$ cat config.mk
export PLATFORM = sky130hd
export DESIGN_NAME = load_store_unit
export DESIGN_NICKNAME = d
export VERILOG_FILES = /design/src/rtl/mips_mem_pkg.sv /design/src/rtl/ls_align.sv /design/src/rtl/load_store_unit.sv
export SDC_FILE = /design/constraint.sdc
export NUM_CORES = 1
export LEC_CHECK = 0
export BUFFER_PORTS_ARGS = -buffer_cell sky130_fd_sc_hd__buf_2
export CAP_MARGIN = 20
export CORE_MARGIN = 2
export CORE_UTILIZATION = 40
export DETAILED_ROUTE_END_ITERATION = 10
export PLACE_DENSITY = 0.73
export SLEW_MARGIN = 20
export SYNTH_ARGS = -nofsm -noshare
export SYNTH_HDL_FRONTEND = slang
export SYNTH_SLANG_ARGS = --single-unit
$ cat constraint.sdc
create_clock -name clk -period 6.6 [get_ports clk]
set_input_delay 0.66 -clock clk [delete_from_list [all_inputs] [get_ports clk]]
set_output_delay 0.66 -clock clk [all_outputs]
set_load 0.01 [all_outputs]
$ cat src/rtl/mips_mem_pkg.sv
// Shared definitions for the MIPS data-memory load/store path:
// opcode encodings, controller states and byte-lane helpers (big-endian).
package mips_mem_pkg;

  localparam logic [3:0] OP_LB  = 4'b0000;
  localparam logic [3:0] OP_LH  = 4'b0001;
  localparam logic [3:0] OP_LW  = 4'b0011;
  localparam logic [3:0] OP_LBU = 4'b0100;
  localparam logic [3:0] OP_LHU = 4'b0101;
  localparam logic [3:0] OP_SB  = 4'b1000;
  localparam logic [3:0] OP_SH  = 4'b1001;
  localparam logic [3:0] OP_SW  = 4'b1011;

  typedef enum logic [1:0] {
    ST_IDLE,
    ST_READ,
    ST_WRITE,
    ST_DONE
  } lsu_state_e;

  // Byte 0 sits in bits [31:24], so lane shift is (3 - addr_lo) * 8.
  function automatic logic [31:0] load_extend(input logic [31:0] word,
                                              input logic [3:0]  op,
                                              input logic [1:0]  addr_lo);
    logic [7:0]  b;
    logic [15:0] h;
    logic [31:0] res;
    b = 8'(word >> {~addr_lo, 3'b000});
    h = 16'(word >> {~addr_lo[1], 4'b0000});
    case (op)
      OP_LB:   res = {{24{b[7]}}, b};
      OP_LBU:  res = {24'b0, b};
      OP_LH:   res = {{16{h[15]}}, h};
      OP_LHU:  res = {16'b0, h};
      default: res = word;
    endcase
    return res;
  endfunction

  function automatic logic [31:0] byte_lane_merge(input logic [31:0] word,
                                                  input logic [31:0] data,
                                                  input logic [3:0]  op,
                                                  input logic [1:0]  addr_lo);
    logic [4:0]  sh;
    logic [31:0] mask;
    logic [31:0] res;
    case (op)
      OP_SB: begin
        sh   = {~addr_lo, 3'b000};
        mask = 32'h0000_00FF << sh;
        res  = (word & ~mask) | ({24'b0, data[7:0]} << sh);
      end
      OP_SH: begin
        sh   = {~addr_lo[1], 4'b0000};
        mask = 32'h0000_FFFF << sh;
        res  = (word & ~mask) | ({16'b0, data[15:0]} << sh);
      end
      default: res = data;
    endcase
    return res;
  endfunction

  function automatic logic op_fault(input logic [3:0] op, input logic [1:0] addr_lo);
    logic f;
    case (op)
      OP_LB, OP_LBU:         f = 1'b0;
      OP_LH, OP_LHU, OP_SH:  f = addr_lo[0];
      OP_LW, OP_SW:          f = (addr_lo != 2'b00);
      OP_SB:                 f = 1'b0;
      default:               f = 1'b1;
    endcase
    return f;
  endfunction

endpackage

$ cat src/rtl/ls_align.sv
// Combinational byte-lane datapath: load extraction/extension and
// sub-word store merge into a previously read word.
module ls_align
  import mips_mem_pkg::*;
(
  input  logic [31:0] i_word,
  input  logic [31:0] i_store_data,
  input  logic [3:0]  i_op,
  input  logic [1:0]  i_addr_lo,
  output logic [31:0] o_load_data,
  output logic [31:0] o_merged
);

  always_comb begin
    o_load_data = load_extend(i_word, i_op, i_addr_lo);
    o_merged    = byte_lane_merge(i_word, i_store_data, i_op, i_addr_lo);
  end

endmodule

$ cat src/rtl/load_store_unit.sv
// Single-outstanding load/store controller for the word-wide data memory;
// sub-word stores are done as read-modify-write.
module load_store_unit
  import mips_mem_pkg::*;
#(
  parameter bit WORD_INDEXED = 1'b1
) (
  input  logic        clk,
  input  logic        reset,
  input  logic        Req,
  input  logic [3:0]  Op,
  input  logic [31:0] Addr,
  input  logic [31:0] StoreData,
  output logic        Busy,
  output logic        Done,
  output logic        Fault,
  output logic [31:0] LoadData,
  output logic [31:0] MemAddress,
  output logic [31:0] MemWriteData,
  output logic        MemWrite,
  output logic        MemRead,
  input  logic [31:0] MemReadData
);

  lsu_state_e  r_state;
  lsu_state_e  w_next;
  logic        w_accept;
  logic        w_fault_in;
  logic [3:0]  r_op;
  logic [1:0]  r_addr_lo;
  logic [31:0] r_store_data;
  logic        r_fault;
  logic [31:0] r_mem_addr;
  logic [31:0] r_mem_wdata;
  logic [31:0] r_load_data;
  logic [31:0] w_load;
  logic [31:0] w_merged;

  assign w_accept   = Req && (r_state == ST_IDLE || r_state == ST_DONE);
  assign w_fault_in = op_fault(Op, Addr[1:0]);

  ls_align u_align (
    .i_word       (MemReadData),
    .i_store_data (r_store_data),
    .i_op         (r_op),
    .i_addr_lo    (r_addr_lo),
    .o_load_data  (w_load),
    .o_merged     (w_merged)
  );

  always_ff @(posedge clk or posedge reset) begin
    if (reset) r_state <= ST_IDLE;
    else       r_state <= w_next;
  end

  always_comb begin
    w_next = r_state;
    unique case (r_state)
      ST_IDLE, ST_DONE: begin
        if (w_accept) begin
          if (w_fault_in)       w_next = ST_DONE;
          else if (Op == OP_SW) w_next = ST_WRITE;
          else                  w_next = ST_READ;
        end else begin
          w_next = ST_IDLE;
        end
      end
      ST_READ:  w_next = r_op[3] ? ST_WRITE : ST_DONE;
      ST_WRITE: w_next = ST_DONE;
      default:  w_next = ST_IDLE;
    endcase
  end

  // Strobes decode straight from the state register, so an asynchronous
  // reset drops them at once and they can never overlap.
  always_comb begin
    Busy         = (r_state == ST_READ) || (r_state == ST_WRITE);
    Done         = (r_state == ST_DONE);
    Fault        = (r_state == ST_DONE) && r_fault;
    MemRead      = (r_state == ST_READ);
    MemWrite     = (r_state == ST_WRITE);
    MemAddress   = r_mem_addr;
    MemWriteData = r_mem_wdata;
    LoadData     = r_load_data;
  end

  always_ff @(posedge clk or posedge reset) begin
    if (reset) begin
      r_op         <= '0;
      r_addr_lo    <= '0;
      r_store_data <= '0;
      r_fault      <= 1'b0;
      r_mem_addr   <= '0;
      r_mem_wdata  <= '0;
      r_load_data  <= '0;
    end else begin
      if (w_accept) begin
        r_op         <= Op;
        r_addr_lo    <= Addr[1:0];
        r_store_data <= StoreData;
        r_fault      <= w_fault_in;
        r_mem_addr   <= WORD_INDEXED ? {2'b00, Addr[31:2]} : {Addr[31:2], 2'b00};
        if (Op == OP_SW) r_mem_wdata <= StoreData;
      end
      if (r_state == ST_READ) begin
        if (r_op[3]) r_mem_wdata <= w_merged;
        else         r_load_data <= w_load;
      end
    end
  end

endmodule

Word-level counts from Yosys, hierarchy flattened
Index checks and enable logic that the tools add are counted.
{ "totals": {"latchBits": 0, "wordCells": 63, "mem_bits_rw": 0, "memories": 0, "mem_bits_ro": 0, "reg_bits": 135} }
{ "op_classes": {"n_lt_le_gt_ge": 0, "addsub": 0, "bitwise_logic": 9, "n_mul": 0, "n_eq_ne": 15, "div_mod_pow": 0, "n_mux": 12, "n_reduce_logical": 13, "shift": 6} }
{ "op_table": {"columns": ["cell", "count"], "rows": [
  ["$mux 32", 4],
  ["$pmux 32 s4", 1],
  ["$and 32x32->32", 2],
  ["$not 32->32", 2],
  ["$or 32x32->32", 2],
  ["$pmux 32 s2", 1],
  ["$shl 16x5->32", 1],
  ["$shl 16x5->32 const A", 1],
  ["$shl 8x5->32", 1],
  ["$shl 8x5->32 const A", 1],
  ["$shr 32x5->16", 1],
  ["$shr 32x5->8", 1],
  ["$eq 4x4->1 const B", 5],
  ["$eq 4x3->1 const B", 4],
  ["$eq 4x1->1 const B", 2],
  ["$logic_not 4->1", 2],
  ["$mux 2", 3],
  ["$pmux 2 s3", 1],
  ["$reduce_or 3->1", 2],
  ["$eq 2x2->1 const B", 2],
  ["$eq 4x2->1 const B", 1],
  ["$reduce_or 2->1", 2],
  ["$pmux 1 s3", 1],
  ["$eq 2x1->1 const B", 1],
  ["other kinds (8)", 11]
]} }

Logic depth before layout (Yosys ltp)
Gate-level depths: netlist of the first run.
{ "depth": {"depth_word": 8, "ltp_mapped": 7} }

Modules after synthesis
A second synthesis of the first run with hierarchy kept.
{ "hier_totals": {"hier_cells": 771, "area_unflattened_um2": 6998.0} }
{ "by_module_without_submodules": {"columns": ["module", "cells_per_inst", "seq_area_each_um2", "area_each_um2", "instances"], "rows": [
  ["load_store_unit", 565, 3378.2, 5525.3, 1],
  ["ls_align", 206, 0.0, 1472.7, 1]
]} }

Least setup slack after synthesis of the first run
OpenSTA, ideal clock, no wires.
{ "synth_path": {"kind": "in2reg", "start": "input port Op[2]", "end": "register r_mem_wdata[30] (netlist: MemWriteData[30])", "path_stages": 5, "setup_time_ns": 0.137, "path_buffers": 1, "required_ns": 6.463, "arrival_time_ns": 1.584, "slack_ns": 4.880, "path_cell_list": "nand4b_1 > nor2_2 > buf_6 > mux2i_1 > o22ai_1"} }
{ "synth_between": {"elab_chain_len": 5} }
{ "synth_lines": {"columns": ["item", "line", "text"], "rows": [
  ["from (decl)", "load_store_unit.sv:11", "input logic [3:0] Op,"],
  ["$eq 4x4->1 (*)", "load_store_unit.sv:103", "if (Op == OP_SW) r_mem_wdata <= StoreData;"],
  ["$mux 32 (*)", "load_store_unit.sv:103", null],
  ["$mux 32 (*)", "load_store_unit.sv:97", "if (w_accept) begin"],
  ["$mux 32", "load_store_unit.sv:106", "if (r_op[3]) r_mem_wdata <= w_merged;"],
  ["$mux 32 (*)", "load_store_unit.sv:105", "if (r_state == ST_READ) begin"],
  ["to (signal assigned)", "load_store_unit.sv:103", null],
  ["to (signal assigned)", "load_store_unit.sv:106", null],
  ["to (decl)", "load_store_unit.sv:34", "logic [31:0] r_mem_wdata;"]
]} }
Every way passes the cells marked *; elsewhere a longest branch is shown, timed or not.
A chain may end at the register's enable or synchronous reset.

Final worst setup path of the first run
{ "layout_path": {"start": "register r_addr_lo[1]", "end": "register r_load_data[21] (netlist: LoadData[21])"} }
{ "layout_between": {"elab_chain_len": 3, "elab_cells_between_ends": 5, "cone_classes": "shift (2); mux (1); bitwise (2)"} }
{ "layout_lines": {"columns": ["item", "line", "text"], "rows": [
  ["from (decl)", "load_store_unit.sv:30", "logic [1:0] r_addr_lo;"],
  ["from (signal assigned)", "load_store_unit.sv:99", "r_addr_lo <= Addr[1:0];"],
  ["$not 1->1 or $not 2->2 (tied branches)", "mips_mem_pkg.sv:29, mips_mem_pkg.sv:28", null],
  ["$shr 32x5->16 or $shr 32x5->8 (tied branches)", "mips_mem_pkg.sv:29, mips_mem_pkg.sv:28", null],
  ["$pmux 32 s4 (*)", "mips_mem_pkg.sv:30", "case (op)"],
  ["to (signal assigned)", "load_store_unit.sv:107", "else r_load_data <= w_load;"],
  ["to (decl)", "load_store_unit.sv:35", "logic [31:0] r_load_data;"]
]} }
Marked as above.

==> results of run 1 <==
==> worst max-delay path: cells and delay by family, from the launching register on <==
| kind | cells | cell delay [ns] |
|---|---|---|
| AO/OA/AOI/OAI | 2 | 0.74 |
| buffers and inverters | 1 | 0.42 |
| flip-flops | 1 | 0.59 |
| multiplexers | 2 | 0.48 |
==> where the power goes <==
part,internal (mW),switching [mW]
clock,0.630,0.362
sequential,1.25,0.293
combinational,0.876,1.04
total,2.76,1.69
==> synthesized netlist by cell type, types with 2 or more instances <==
library cell,instances
a22o_1,6
dfrtp_1,135
or2_1,2
clkbuf_1,18
ha_1,3
a221oi_1,17
nor2b_1,2
and3_1,2
a21o_1,2
nor2_2,2
o21ai_1,7
mux2_2,75
o21ai_0,30
a21oi_1,61
o22ai_1,11
buf_6,8
or3_1,3
buf_2,12
nand2b_1,14
a31oi_1,6
a22oi_1,4
inv_1,12
buf_4,7
mux2i_1,63
nand2_1,52
o31a_1,2
a2111oi_0,2
nor2_1,37
and2_1,3
==> per-layer routing <==
layer | track usage, % | part of all wire (%) | vias to the layer above
met5 | 0 | 0.036 | -
met4 | 7.25 | 1.8 | 2
li1 | - | - | 2580
met2 | 34.8 | 47 | 230
met3 | 6.69 | 8.1 | 23
met1 | 29.2 | 43 | 2695
==> state kept, by name, indices dropped and copies added (netlist names) <==
| name | count |
|---|---|
| r_addr_lo | 2 |
| r_state | 2 |
| r_fault | 1 |
| MemAddress | 30 |
| LoadData | 32 |
| MemWriteData | 32 |
| r_store_data | 32 |
| r_op | 4 |
==> stage by stage <==
step	worst slack [ns]	area, sq um	power [mW]
4_1_cts	4.23	8460	4.49
5_1_grt	3.98	8470	4.75
6_report	4.22	8470	4.45
3_3_place_gp	4.34	7850	3.43
2_1_floorplan	2.33	6780	2.85
3_5_place_dp	4.23	7850	3.48
==> kinds of logic (layout without fill, tap and decap cells) <==
family	Yosys count	count (layout)	synth area share [%]
and+or+nand+nor	127	127	8.90
adders and majority gates	3	3	0.554
muxes	139	139	22.0
buffers and inverters	59	251	4.78
other	1	5	0.0553
DFF	135	135	49.9
AOI/OAI and AO/OA	154	154	13.9
==> layout make-up <==
cell class	count	area, sq um
repair buffers	208	1060
fillers	1578	8120
flip-flops and latches	135	3380
clock inverters	12	179
diodes	3	7.51
well taps	220	275
clock buffers	19	433
multi-input cells	425	3090
inverters	12	50.0
==> path summary, 6_finish.rpt <==
kind	slack, ns	end	depth (start not counted)	startpoint
min reg2reg	0.48	LoadData[2]	2	LoadData[2]
min in group clk	0.46	MemAddress[15]	2	Addr[17]
min	0.36	MemAddress[21]	2	reset
max in group asynchronous	5.01	r_store_data[26]	3	reset
max reg2reg	4.22	LoadData[21]	5	r_addr_lo[1]
max	4.22	LoadData[21]	5	r_addr_lo[1]
==> metrics.md, run 1 <==
| Metric | Value |
|---|---|
| Outcome | `completed` |
| Synth warnings | `0` |
| Row Count | `47` |
| Sequential-to-total area share from yosys stat | `49.9%` |
| WHS | `0.359 ns` |
| Finish-stage setup viols | `0` |
| Final wirelength | `19500 um` |
| Fmax | `420 MHz` |
| Setup Fix Bufs, Post-CTS | `0` |
| Slew Limit Fails | `0` |
| Max Root-Sink Buffers | `2` |
| Worst slew margin | `35.0%` |
| Initial core utilization | `40.9%` |
| Clk_skew | `0.0162 ns` |
| Util after Layout | `51.1%` |
| Via Count | `5530` |
| Ys async rst share | `100%` |
| Worst-path fanout max | `30` |
| Synth top area share | `49.9%` |
| Synth cell types | `49` |
| CTS root buf | `clkbuf_16` |
| Synth area leader | `dfrtp_1` |
| Vias in the first global route | `5493` |
| Cell Area, Synth | `6780 sq um` |
| Clock Pin Slew Worst Setup and Hold Paths | `0.06 ns` |
| FF+latch count, synth | `135` |
| CP max stage delay | `0.59 ns` |
| Syn avg cell area | `11.0 sq um` |
| WL/cell | `18.9 um` |
| Boundary Pins | `204` |
| CTS Buf Count | `17` |
| Startpoint types | `flop` |
| DRT Pass-1 Iters | `4` |
| Post-synth EDFFs | `0` |
| CTS tree | `yes` |
| Placed Cells | `1000` |
| DP HPWL | `14100 um` |
| H-tree Lvls | `4` |
| Final TNS setup | `0 ns` |
| NumNets Final | `905` |
| Slowest cell on crit path | `dfrtp_1` |
| First DRT Iteration DRCs | `355` |
| CORE AREA | `16600 sq um` |
| Most frequent cells in the layout | `buf_2, dfrtp_1, mux2_2, mux2i_1, a21oi_1` |
| IO buf count | `201` |
| Die ar. | `18000 sq um` |
| Fin crit share | `36.1%` |
| Pwr dens | `526 nW/um^2` |
| Max-cap violations | `0` |
| Leak Pwr | `3.87 nW` |
| Cts repair resizes | `0` |
| Vias per cell | `5.35` |
| Crit path time final | `2.38 ns` |
| Worst VDD drop | `0.337 mV` |
| Worst EP arrival | `2.65 ns` |
| Gpl congestion | `0.862` |
| Worst Hold Class | `in -> async` |
| Worst Max-Slew Pin Slew | `0.974 ns` |
| Critical path capture point type | `flop` |
| Worst path cell trace | `buf_4 > mux2i_1 > mux2i_1 > a21oi_2 > a21oi_1` |
| P&R area growth vs syn | `25.0%` |
| Fin. Hold Viols | `0` |
| DR DRC count | `0` |
| Area contributors post-synth | `dfrtp_1, mux2_2, mux2i_1, a21oi_1, nand2_1` |
| Most common cell after layout, fill and taps aside | `buf_2` |
| DIE WIDTH | `134 um` |
| Global-route wire length before repair | `30500 um` |
| Required time worst endpoint | `6.87 ns` |
| Clock sinks | `135` |
| Fin cells | `1034` |
| Die Height | `134 um` |
| Primary FF master, synth | `dfrtp_1` |
| Antenna violations before repair | `4` |
| Layout cell share with drive strength beyond 1 | `40.2%` |
| Gr usage total | `22.1%` |
| RSZ-0062 raised after global routing | `false` |
| Hold buffer count at cts | `0` |
| Crit path kind | `reg -> reg` |
| Largest net degree at the start of global routing | `78` |
| Synth Instances | `618` |
| Most frequent CP cell | `mux2i_1` |
| Antenna viol nets, final | `0` |
| Total gr overflow | `0` |
| Clock latency on the worst-skew pair | `0.43 ns` |
Note: power is estimated with default switching activity, not from simulation.
==> run 2: changes to the inputs <==
--- a/config.mk
+++ b/config.mk
@@ -10,7 +10,7 @@
 export CORE_MARGIN = 2
 export CORE_UTILIZATION = 40
 export DETAILED_ROUTE_END_ITERATION = 10
-export PLACE_DENSITY = 0.73
+export PLACE_DENSITY = 0.75
 export SLEW_MARGIN = 20
 export SYNTH_ARGS = -nofsm -noshare
 export SYNTH_HDL_FRONTEND = slang
==> constraint.sdc (replaced) <==
create_clock -name clk -period 2.07 [get_ports clk]
set_input_delay 0.207 -clock clk [delete_from_list [all_inputs] [get_ports clk]]
set_output_delay 0.207 -clock clk [all_outputs]
set_load 0.01 [all_outputs]
==> metrics.md, run 2 (synthesis results as in run 1) <==
| Metric | Value |
|---|---|
| Die Height | `134 um (unchanged)` |
| NumNets Final | `935 (+3.3%)` |
| Critical path capture point type | `flop` |
| Layout cell share with drive strength beyond 1 | `41.0% (+0.78 points)` |
| Slowest cell on crit path | `a2111oi_1` |
| Leak Pwr | `4.03 nW (+4.0%)` |
| IO buf count | `201 (unchanged)` |
| CTS tree | `yes` |
| Clock Pin Slew Worst Setup and Hold Paths | `0.06 ns (about the same)` |
| Required time worst endpoint | `2.35 ns (-4.52 ns)` |
| CP bufs+invs | `2 (+1)` |
| DRT Pass-1 Iters | `4 (unchanged)` |
| Final Cell Area | `8790 sq um (+3.8%)` |
| Setup Fix Bufs, Post-CTS | `0 (unchanged)` |
| Gpl congestion | `0.868 (+0.74%)` |
| Outcome | `completed` |
| Total gr overflow | `0 (unchanged)` |
| CP max stage delay | `0.59 ns (about the same)` |
| Startpoint types | `flop` |
| Worst Max-Slew Pin Slew | `0.599 ns (-0.375 ns)` |
| Worst-path fanout max | `10 (-67%)` |
| Antenna viol nets, final | `0 (unchanged)` |
| Placed standard-cell area | `8040 sq um (+2.5%)` |
| Global-route wire length before repair | `31000 um (+1.7%)` |
| Clk_skew | `0.00786 ns (-0.00833 ns)` |
| Row Count | `47 (unchanged)` |
| Final wirelength | `19400 um (-0.48%)` |
| Initial core utilization | `40.9% (unchanged)` |
| Clock sinks | `135 (unchanged)` |
| Fin cells | `1066 (+3.1%)` |
| Via Count | `5557 (+0.49%)` |
| Clock latency on the worst-skew pair | `0.42 ns (about the same)` |
| Most frequent cells in the layout | `buf_2, dfrtp_1, mux2_2, mux2i_1, a21oi_1` |
| Max Root-Sink Buffers | `2 (unchanged)` |
| Crit path time final | `1.91 ns (-0.471 ns)` |
| First DRT Iteration DRCs | `356 (+0.28%)` |
| Largest net degree at the start of global routing | `109 (+40%)` |
| Fin. Hold Viols | `0 (unchanged)` |
| Antenna violations before repair | `4 (unchanged)` |
| Slew Limit Fails | `0 (unchanged)` |
| Boundary Pins | `204 (unchanged)` |
| Util after Layout | `53.0% (+2.0 points)` |
| DIE WIDTH | `134 um (unchanged)` |
| CTS Buf Count | `17 (unchanged)` |
| Worst slew margin | `60.0% (+25 points)` |
| CORE AREA | `16600 sq um (unchanged)` |
| CTS root buf | `clkbuf_16` |
| Overall Power | `14.4 mW (+220%)` |
| Crit path kind | `reg -> reg` |
| Max-cap violations | `0 (unchanged)` |
| H-tree Lvls | `4 (unchanged)` |
| Pwr dens | `1630 nW/um^2 (+210%)` |
| Fmax | `523 MHz (+25%)` |
| Worst Hold Class | `in -> reg` |
| Most frequent CP cell | `buf_4` |
| Worst path cell trace | `buf_4 > or3b_2 > a21oi_1 > a2111oi_1 > buf_4 > o22ai_1` |
| P&R area growth vs syn | `29.8%` |
| Worst VDD drop | `0.804 mV (+140%)` |
| Placed Cells | `1016 (+1.6%)` |
| Gr usage total | `22.3% (+0.18 points)` |
| Vias in the first global route | `5770 (+5.0%)` |
| DP HPWL | `14300 um (+1.5%)` |
| Die ar. | `18000 sq um (unchanged)` |
| Most common cell after layout, fill and taps aside | `buf_2` |
| Finish-stage setup viols | `0 (unchanged)` |
| RSZ-0062 raised after global routing | `false` |
| Delay-heaviest family, CP | `compound AO/OA/AOI/OAI gates` |
| WL/cell | `18.2 um (-3.5%)` |
| Vias per cell | `5.21 (-2.5%)` |
| Worst EP arrival | `2.19 ns (-0.46 ns)` |
| DR DRC count | `0 (unchanged)` |
| Fin crit share | `92.3% (+56 points)` |
-- run 2: cell count changes in the layout (fill, tap and decap cells not counted), sizes merged, moves of 2 or more --
| cell | previous run | this run |
|---|---|---|
| dlygate4sd3 | 0 | 14 |
| bufinv | 4 | 2 |
| inv | 12 | 15 |
| buf | 208 | 224 |
-- run 2: worst register-to-register path: stages (launching register included) --
cell,delay [ns]
dfrtp_1,0.53
buf_4,0.21
or3b_2,0.11
a21oi_1,0.06
a2111oi_1,0.59
buf_4,0.21
o22ai_1,0.07
-- run 2: power by group --
part           switching [mW]  leakage, nW  internal, mW  total (mW)
registers               0.873         1.57          4.00        4.87
clock network            1.19        0.288          1.85        3.05
logic                    3.41         2.17          3.04        6.45
total                    5.47         4.03          8.89        14.4
-- run 2: path summary, 6_finish.rpt --
check,startpoint,to,slack (ns),cells past startpoint
max,r_addr_lo[0],MemWriteData[30],0.16,6
min,StoreData[3],r_store_data[3],0.02,3
max reg2reg,r_addr_lo[0],MemWriteData[30],0.16,6
min reg2reg,LoadData[3],LoadData[3],0.48,2
max in group asynchronous,reset,r_addr_lo[0],1.11,4
min in group asynchronous,reset,r_fault,0.45,4
-- run 2: layout make-up --
class	count	area, sq um
diodes	4	10.0
clock buffers	20	457
clock inverters	12	141
fillers	1518	7790
inverters	12	48.8
multi-input cells	425	3090
flip-flops and latches	135	3380
well taps	220	275
repair buffers	238	1390
-- run 2: routing by layer --
layer | GRT usage [%] | up-vias | wire (um)
met5 | 0 | - | 0
met4 | 5.03 | 0 | 186
met3 | 6.42 | 17 | 1410
met2 | 36.2 | 177 | 9390
met1 | 29.6 | 2718 | 8450
li1 | - | 2645 | -
-- run 2: through the flow --
| step | hold WS, ns | worst slack (ns) | setup TNS [ns] |
|---|---|---|---|
| 2_1_floorplan | 0.324 | 0.184 | 0 |
| 3_3_place_gp | 0.351 | -0.00956 | -0.00956 |
| 3_5_place_dp | 0.356 | -0.0551 | -0.0551 |
| 4_1_cts | 0.000515 | 0.0534 | 0 |
| 5_1_grt | 0.000782 | 0.0279 | 0 |
| 6_report | 0.0178 | 0.158 | 0 |
-- run 2: repair_timing --
action	in CTS	in global routing
hold buffers	14	0
resized for setup	1	2
endpoints found under the hold margin	92	0
endpoints found under the setup margin	1	16
